## src/rtl/icache_refill_ctrl.sv

```systemverilog
// rtl/icache_refill_ctrl.sv - refill engine for the 8-set 4-way icache; macro ICACHE_CRIT_WORD_FIRST_EN
// enables critical-word-first burst ordering and crit_valid forwarding.
module icache_refill_ctrl #(
  parameter int WORDS_PER_BLOCK = 4,
  parameter int TAG_W           = 27,
  parameter int SET_W           = 3,
  parameter int TIMEOUT         = 255
) (
  input  logic               clk,
  input  logic               reset,
  input  logic               miss_req,
  input  logic [31:0]        miss_addr,
  input  logic [1:0]         lru_way,
  output logic               mem_req,
  output logic [31:0]        mem_addr,
  input  logic               mem_ready,
  input  logic [31:0]        mem_data,
  output logic               fill_we,
  output logic [SET_W-1:0]   fill_set,
  output logic [1:0]         fill_way,
  output logic [TAG_W-1:0]   fill_tag,
  output logic [127:0]       fill_data,
  output logic               fill_valid,
  output logic               fill_done,
  output logic               fill_err,
  output logic               busy,
  output logic               crit_valid
);

  localparam int              TMO_W     = $clog2(TIMEOUT + 1);
  localparam logic [1:0]      LAST_WORD = 2'(WORDS_PER_BLOCK - 1);
  localparam logic [TMO_W-1:0] TMO_MAX  = TMO_W'(TIMEOUT);

  typedef enum logic [2:0] {S_IDLE, S_REQ, S_WAIT, S_WRITE, S_DONE} state_t;

  state_t             state_q, state_d;
  logic [TAG_W-1:0]   tag_q, tag_d;
  logic [SET_W-1:0]   set_q, set_d;
  logic [1:0]         way_q, way_d;
  logic [1:0]         k_q, k_d;
  logic [1:0]         rcvd_q, rcvd_d;
  logic [TMO_W-1:0]   tmo_q, tmo_d;
  logic [127:0]       buf_q, buf_d;
  logic [1:0]         start_word;
  logic               wait_expired;

`ifdef ICACHE_CRIT_WORD_FIRST_EN
  assign start_word = miss_addr[1:0];
`else
  logic unused_word_bits;
  assign start_word       = 2'd0;
  assign unused_word_bits = ^miss_addr[1:0];
`endif

  // Abort only when the final allowed cycle also passes without data.
  assign wait_expired = (state_q == S_WAIT) && !mem_ready && (tmo_q == TMO_MAX);

  always_ff @(negedge clk) begin
    if (reset) begin
      state_q <= S_IDLE;
      tag_q   <= '0;
      set_q   <= '0;
      way_q   <= '0;
      k_q     <= '0;
      rcvd_q  <= '0;
      tmo_q   <= '0;
      buf_q   <= '0;
    end else begin
      state_q <= state_d;
      tag_q   <= tag_d;
      set_q   <= set_d;
      way_q   <= way_d;
      k_q     <= k_d;
      rcvd_q  <= rcvd_d;
      tmo_q   <= tmo_d;
      buf_q   <= buf_d;
    end
  end

  always_comb begin
    state_d = state_q;
    tag_d   = tag_q;
    set_d   = set_q;
    way_d   = way_q;
    k_d     = k_q;
    rcvd_d  = rcvd_q;
    tmo_d   = tmo_q;
    buf_d   = buf_q;
    case (state_q)
      S_IDLE: begin
        if (miss_req) begin
          tag_d   = miss_addr[31:5];
          set_d   = miss_addr[4:2];
          way_d   = lru_way;
          k_d     = start_word;
          rcvd_d  = '0;
          tmo_d   = '0;
          buf_d   = '0;
          state_d = S_REQ;
        end
      end
      S_REQ: state_d = S_WAIT;
      S_WAIT: begin
        if (mem_ready) begin
          buf_d[{k_q, 5'd0} +: 32] = mem_data;
          tmo_d = '0;
          if (rcvd_q == LAST_WORD) begin
            state_d = S_WRITE;
          end else begin
            rcvd_d  = rcvd_q + 2'd1;
            k_d     = k_q + 2'd1;
            state_d = S_REQ;
          end
        end else if (wait_expired) begin
          tmo_d   = '0;
          state_d = S_IDLE;
        end else begin
          tmo_d = tmo_q + 1'b1;
        end
      end
      S_WRITE: state_d = S_DONE;
      S_DONE:  state_d = S_IDLE;
      default: state_d = S_IDLE;
    endcase
  end

  always_comb begin
    mem_req    = 1'b0;
    fill_we    = 1'b0;
    fill_valid = 1'b0;
    fill_done  = 1'b0;
    fill_err   = 1'b0;
    busy       = 1'b0;
    crit_valid = 1'b0;
    case (state_q)
      S_REQ: begin
        mem_req = 1'b1;
        busy    = 1'b1;
      end
      S_WAIT: begin
        if (wait_expired) begin
          fill_done = 1'b1;
          fill_err  = 1'b1;
        end else begin
          mem_req = 1'b1;
          busy    = 1'b1;
`ifdef ICACHE_CRIT_WORD_FIRST_EN
          crit_valid = mem_ready && (rcvd_q == 2'd0);
`endif
        end
      end
      S_WRITE: begin
        fill_we    = 1'b1;
        fill_valid = 1'b1;
        busy       = 1'b1;
      end
      S_DONE:  fill_done = 1'b1;
      default: ;
    endcase
  end

  assign mem_addr  = mem_req ? {tag_q, set_q, k_q} : 32'd0;
  assign fill_set  = set_q;
  assign fill_way  = way_q;
  assign fill_tag  = tag_q;
  assign fill_data = buf_q;

endmodule

```

## config.mk

```make
export PLATFORM = sky130hd
export DESIGN_NAME = icache_refill_ctrl
export DESIGN_NICKNAME = d
export VERILOG_FILES = /design/src/rtl/icache_refill_ctrl.sv
export SDC_FILE = /design/constraint.sdc
export NUM_CORES = 1
export LEC_CHECK = 0
export ABC_AREA = 1
export CAP_MARGIN = 0
export CORE_MARGIN = 10
export CORE_UTILIZATION = 30
export DETAILED_ROUTE_END_ITERATION = 6
export GPL_TIMING_DRIVEN = 0
export PLACE_DENSITY = 0.63
export SYNTH_ARGS = -nofsm -noshare
export SYNTH_HDL_FRONTEND = slang
export SYNTH_SLANG_ARGS = --single-unit
```

## constraint.sdc

```tcl
create_clock -name clk -period 2.11 [get_ports clk]
set_input_delay 0.5275 -clock clk [delete_from_list [all_inputs] [get_ports clk]]
set_output_delay 0.5275 -clock clk [all_outputs]
set_load 0.05 [all_outputs]
```

### Yosys cells after proc, flatten, opt, wreduce, memory -nomap -nowiden

Cells that the tools add are included.

* word-level logic and storage cells: 63
* bits in registers: 175
* input port bits: 70
* output and inout port bits: 199

* shift-type cells: 2
* reduce and logical (&&, ||, !) cells: 11
* $add $sub $neg: 4
* mux-type cells: 28
* equality and inequality tests: 10

Operators by type and width (number)
* 128-bit two-way mux: 2
* 128-bit case mux with 2 select lines: 1
* 128-bit bitwise mux: 1
* 32-bit by 9-bit variable shift with 128-bit output, first input constant: 1
* 32-bit by 9-bit variable part select with 128-bit output: 1
* 32-bit two-way mux: 1
* 8-bit two-way mux: 3
* 8-bit case mux with 2 select lines: 1
* 2-bit two-way mux: 6
* 3-bit case mux with 4 select lines: 1
* 3-bit two-way mux: 3
* 7-bit negation with 9-bit output: 1
* 8-bit by 1-bit adder with 8-bit output, second input constant: 1
* 8-bit equality test, second input constant: 1
* 2-bit case mux with 2 select lines: 2
* 3-bit by 2-bit equality test with 1-bit output, second input constant: 2
* 2-bit != test, second input constant: 3
* 1-bit case mux with 2 select lines: 3
* 2-bit AND reduction: 3
* 2-bit by 1-bit adder with 2-bit output, second input constant: 2
* 1-bit two-way mux: 4
* 4-bit AND reduction: 1
* 3-bit by 1-bit equality test with 1-bit output, second input constant: 1
* 3-bit equality test, second input constant: 1
* other kinds (8): 9

### Depth between registers and ports, before layout

* depth in word-level cells: 6
* mapped depth: 10
* depth with buffers taken out: 9

==> flow_summary.yaml <==
run_status:
  status: "complete, but fails checks"
  violations: "setup timing"
final_layout:
  most-common-layout-cells: "inv_1, nand2_1, nor2_1"
  drive_gt1_share_pct: 40.6
  finalNetCount: 1878
  final_common_cell: "inv_1"
  area_delta_synth_final_pct: 91.3
  finalNonFillerCells: 2190
logic_synthesis:
  syn-cell-area_um2: 8310
  synth_compound_area_share_pct: 13.0
  synth_cell_types: 28
  yosysSeqAreaShare_pct: 42.2
  synthXorXnorAreaFrac_pct: 0
  synth_top_family_by_area: "simple AND/OR/NAND/NOR gates"
  synth_cells: 1270
  yosys_warnings: 0
  post_synth.cell_area_avg_um2: 6.54
  muxShareOfSynthArea_pct: 0
  synth_fp_nets: 1347
  synth-simple-area-share_pct: 31.6
  synth_adder_area_share_pct: 1.05
  yosysTopAreaCell: "dfxtp_1"
  ys_ff_latch: 175
  synth_area_leaders: "dfxtp_1, nor2_1, nand2_1"
  synth.top_cell.area_share_pct: 42.2
pwr:
  combPwrFrac_pct: 33.1
  p_sw_share_pct: 42.3
  p_int_mw: 7.66
  power.total_mw: 13.3
  power_switching_mw: 5.62
  vdd_drop_max_v: 0.000522
  clkPwrFrac_pct: 36.7
  p_leak_nw: 7.52
  p_seq_share_pct: 30.2
  powerDensity_nw_per_um2: 836
global_route:
  grt_max_degree: 21
  grt_pass1_vias: 9917
  grt_pass1_wl_um: 53800
  antenna_found_initial: 5
  grt_usage_pct: 19.4
  grt_overflow: 0
clock_network:
  cts_buffer_depth: 2
  cts_root_buf: "clkbuf_16"
  cts_buffers: 17
  clock-sinks: 175
  clk_pin_slew_ns: 0.04
  htreeDepth: 4
  cts_tree: "yes"
  clk_latency_ns: 0.49
  cts_hold_buf: 0
sta:
  tightest_slew_ns: 0.575
  hold_viol: 0
  finalSetupTns_ns: -120.78
  setup_violations: 226
  grt_setup_unrepaired: "yes"
  drv_slew: 0
  clock-skew-final_ns: 0.0426
  layout_setup_ws_ns: -1.44
  relSlewSlack_pct: 61.6
floorplanning:
  core_area_um2: 27100
  die_h_um: 186
  die_w_um: 186
  dieArea_um2: 34700
  ios: 269
  initial_utilization_pct: 30.7
  rows: 60
route:
  final_antenna_net_count: 0
  drc_errors: 0
  via_per_inst: 4.66
  num_vias: 10200
  wl_met1_um: 15000
  wl_met3_um: 2880
  dr.pass1.iters: 5
  post_drt_wl_per_cell_um: 16.7
  wl_met2_um: 17500
  routed.top_layer: "met4"
  routed_wl_um: 36500
  first_iter_violations: 684
place:
  gp_congestion: 0.857
  dp.cells: 1906
  io_buffers: 264
  hpwlAfterDp_um: 25500
critical_path:
  critPathRequiredTime_ns: 1.58
  startpoint_type: "flop"
  cp-end-kind: "output port"
  worstPathArrival_ns: 3.02
  worstSetupPathType: "flop to output port"
  cp_max_fo: 6
min_path:
  hold_class: "flop to flop"
flow_run:
  maxCapViolations: 0
[final cells by class]
type	instances	area [um2]
Multi-Input combinational cell	867	4660
Clock buffer	17	425
Buffer	89	764
Sequential cell	175	3770
Tap cell	372	465
Clock inverter	190	881
Fill cell	2363	11200
Antenna cell	4	10.0
Inverter	137	539
Timing Repair Buffer	339	4380
[power by group through the flow]
stage | sequential, mW | clock, mW | combinational, mW
final | 4.02 | 4.88 | 4.39
after global routing | 4.04 | 5.42 | 4.63
after CTS | 4.01 | 4.95 | 4.09
after detailed placement | 3.88 | 0.504 | 3.50
after global placement | 3.87 | 0.504 | 3.49
after floorplan | 4.89 | 0.504 | 1.30
[synthesized netlist by cell type]
| cell type | n |
|---|---|
| buf_2 | 35 |
| a21oi_1 | 138 |
| o21bai_1 | 1 |
| o21ai_0 | 72 |
| inv_1 | 136 |
| or2_4 | 1 |
| dfxtp_1 | 175 |
| nor3_1 | 43 |
| o21ai_1 | 2 |
| nand3_2 | 7 |
| nand3_1 | 46 |
| buf_4 | 17 |
| buf_6 | 4 |
| o21ai_2 | 1 |
| conb_1 | 1 |
| nand2_1 | 261 |
| clkbuf_1 | 33 |
| inv_2 | 2 |
| or2_0 | 1 |
| nand4_1 | 10 |
| nor4_1 | 1 |
| nor2_1 | 266 |
| a31oi_1 | 1 |
| clkbuf_2 | 3 |
| nand2_4 | 1 |
| nand2_2 | 4 |
| ha_1 | 7 |
| nor2_4 | 1 |
[cell families after synthesis]
group | after synthesis
and+or+nand+nor | 642
buffers and inverters | 230
AOI/OAI and AO/OA | 215
DFF | 175
adders and majority gates | 7
other | 1
[critical path: stages (launching register included)]
cell and delay [ns]:
dfxtp_2 0.35, ha_4 0.15, nand2_4 0.05, nor2_4 0.12, nand2_4 0.08, o21ai_4 0.16, nand2_4 0.09, clkinv_8 0.09
buf_12 0.10, buf_12 0.12, nor2_4 0.04, buf_8 0.14
[registers in the layout (all words and copies together) (netlist names)]
name	flops
rcvd_q	2
fill_tag	27
k_q	2
fill_set	3
fill_way	2
tmo_q	8
state_q	3
fill_data	128
[layer usage]
| layer | vias to the layer above | track usage, % |
|---|---|---|
| met5 | - | 0 |
| met4 | 0 | 9.63 |
| met3 | 67 | 8.16 |
| met2 | 441 | 30.5 |
| met1 | 4646 | 22.1 |
| li1 | 5056 | - |
[through the flow]
stage / util (%) / setup slack, ns / hold slack (ns) / cell area (um2)
4_1_cts: 55.5 / -1.53 / 0.457 / 15000
5_1_grt: 58.6 / -1.54 / 0.491 / 15900
3_3_place_gp: 44.0 / -1.63 / 0.432 / 11900
6_report: 58.6 / -1.44 / 0.460 / 15900
3_5_place_dp: 44.0 / -1.61 / 0.438 / 11900
2_1_floorplan: - / -0.932 / 0.448 / 8800
[timing repair]
action,4_1_cts,5_1_grt
pin swaps,37,34
gates cloned,6,9
gates resized for setup,1899,175
setup endpoints to repair,372,343
buffers inserted,28,37
[path summary, 6_finish.rpt]
kind              cells after the start            end  slack, ns   startpoint
setup / recovery                     11   mem_addr[30]      -1.44     tmo_q[0]
hold / removal                        2    fill_way[1]       0.46  fill_way[1]
setup reg to reg                      9  fill_data[41]       0.09       k_q[0]
hold reg to reg                       2    fill_way[1]       0.46  fill_way[1]
Note: power is estimated with default switching activity, not from simulation.
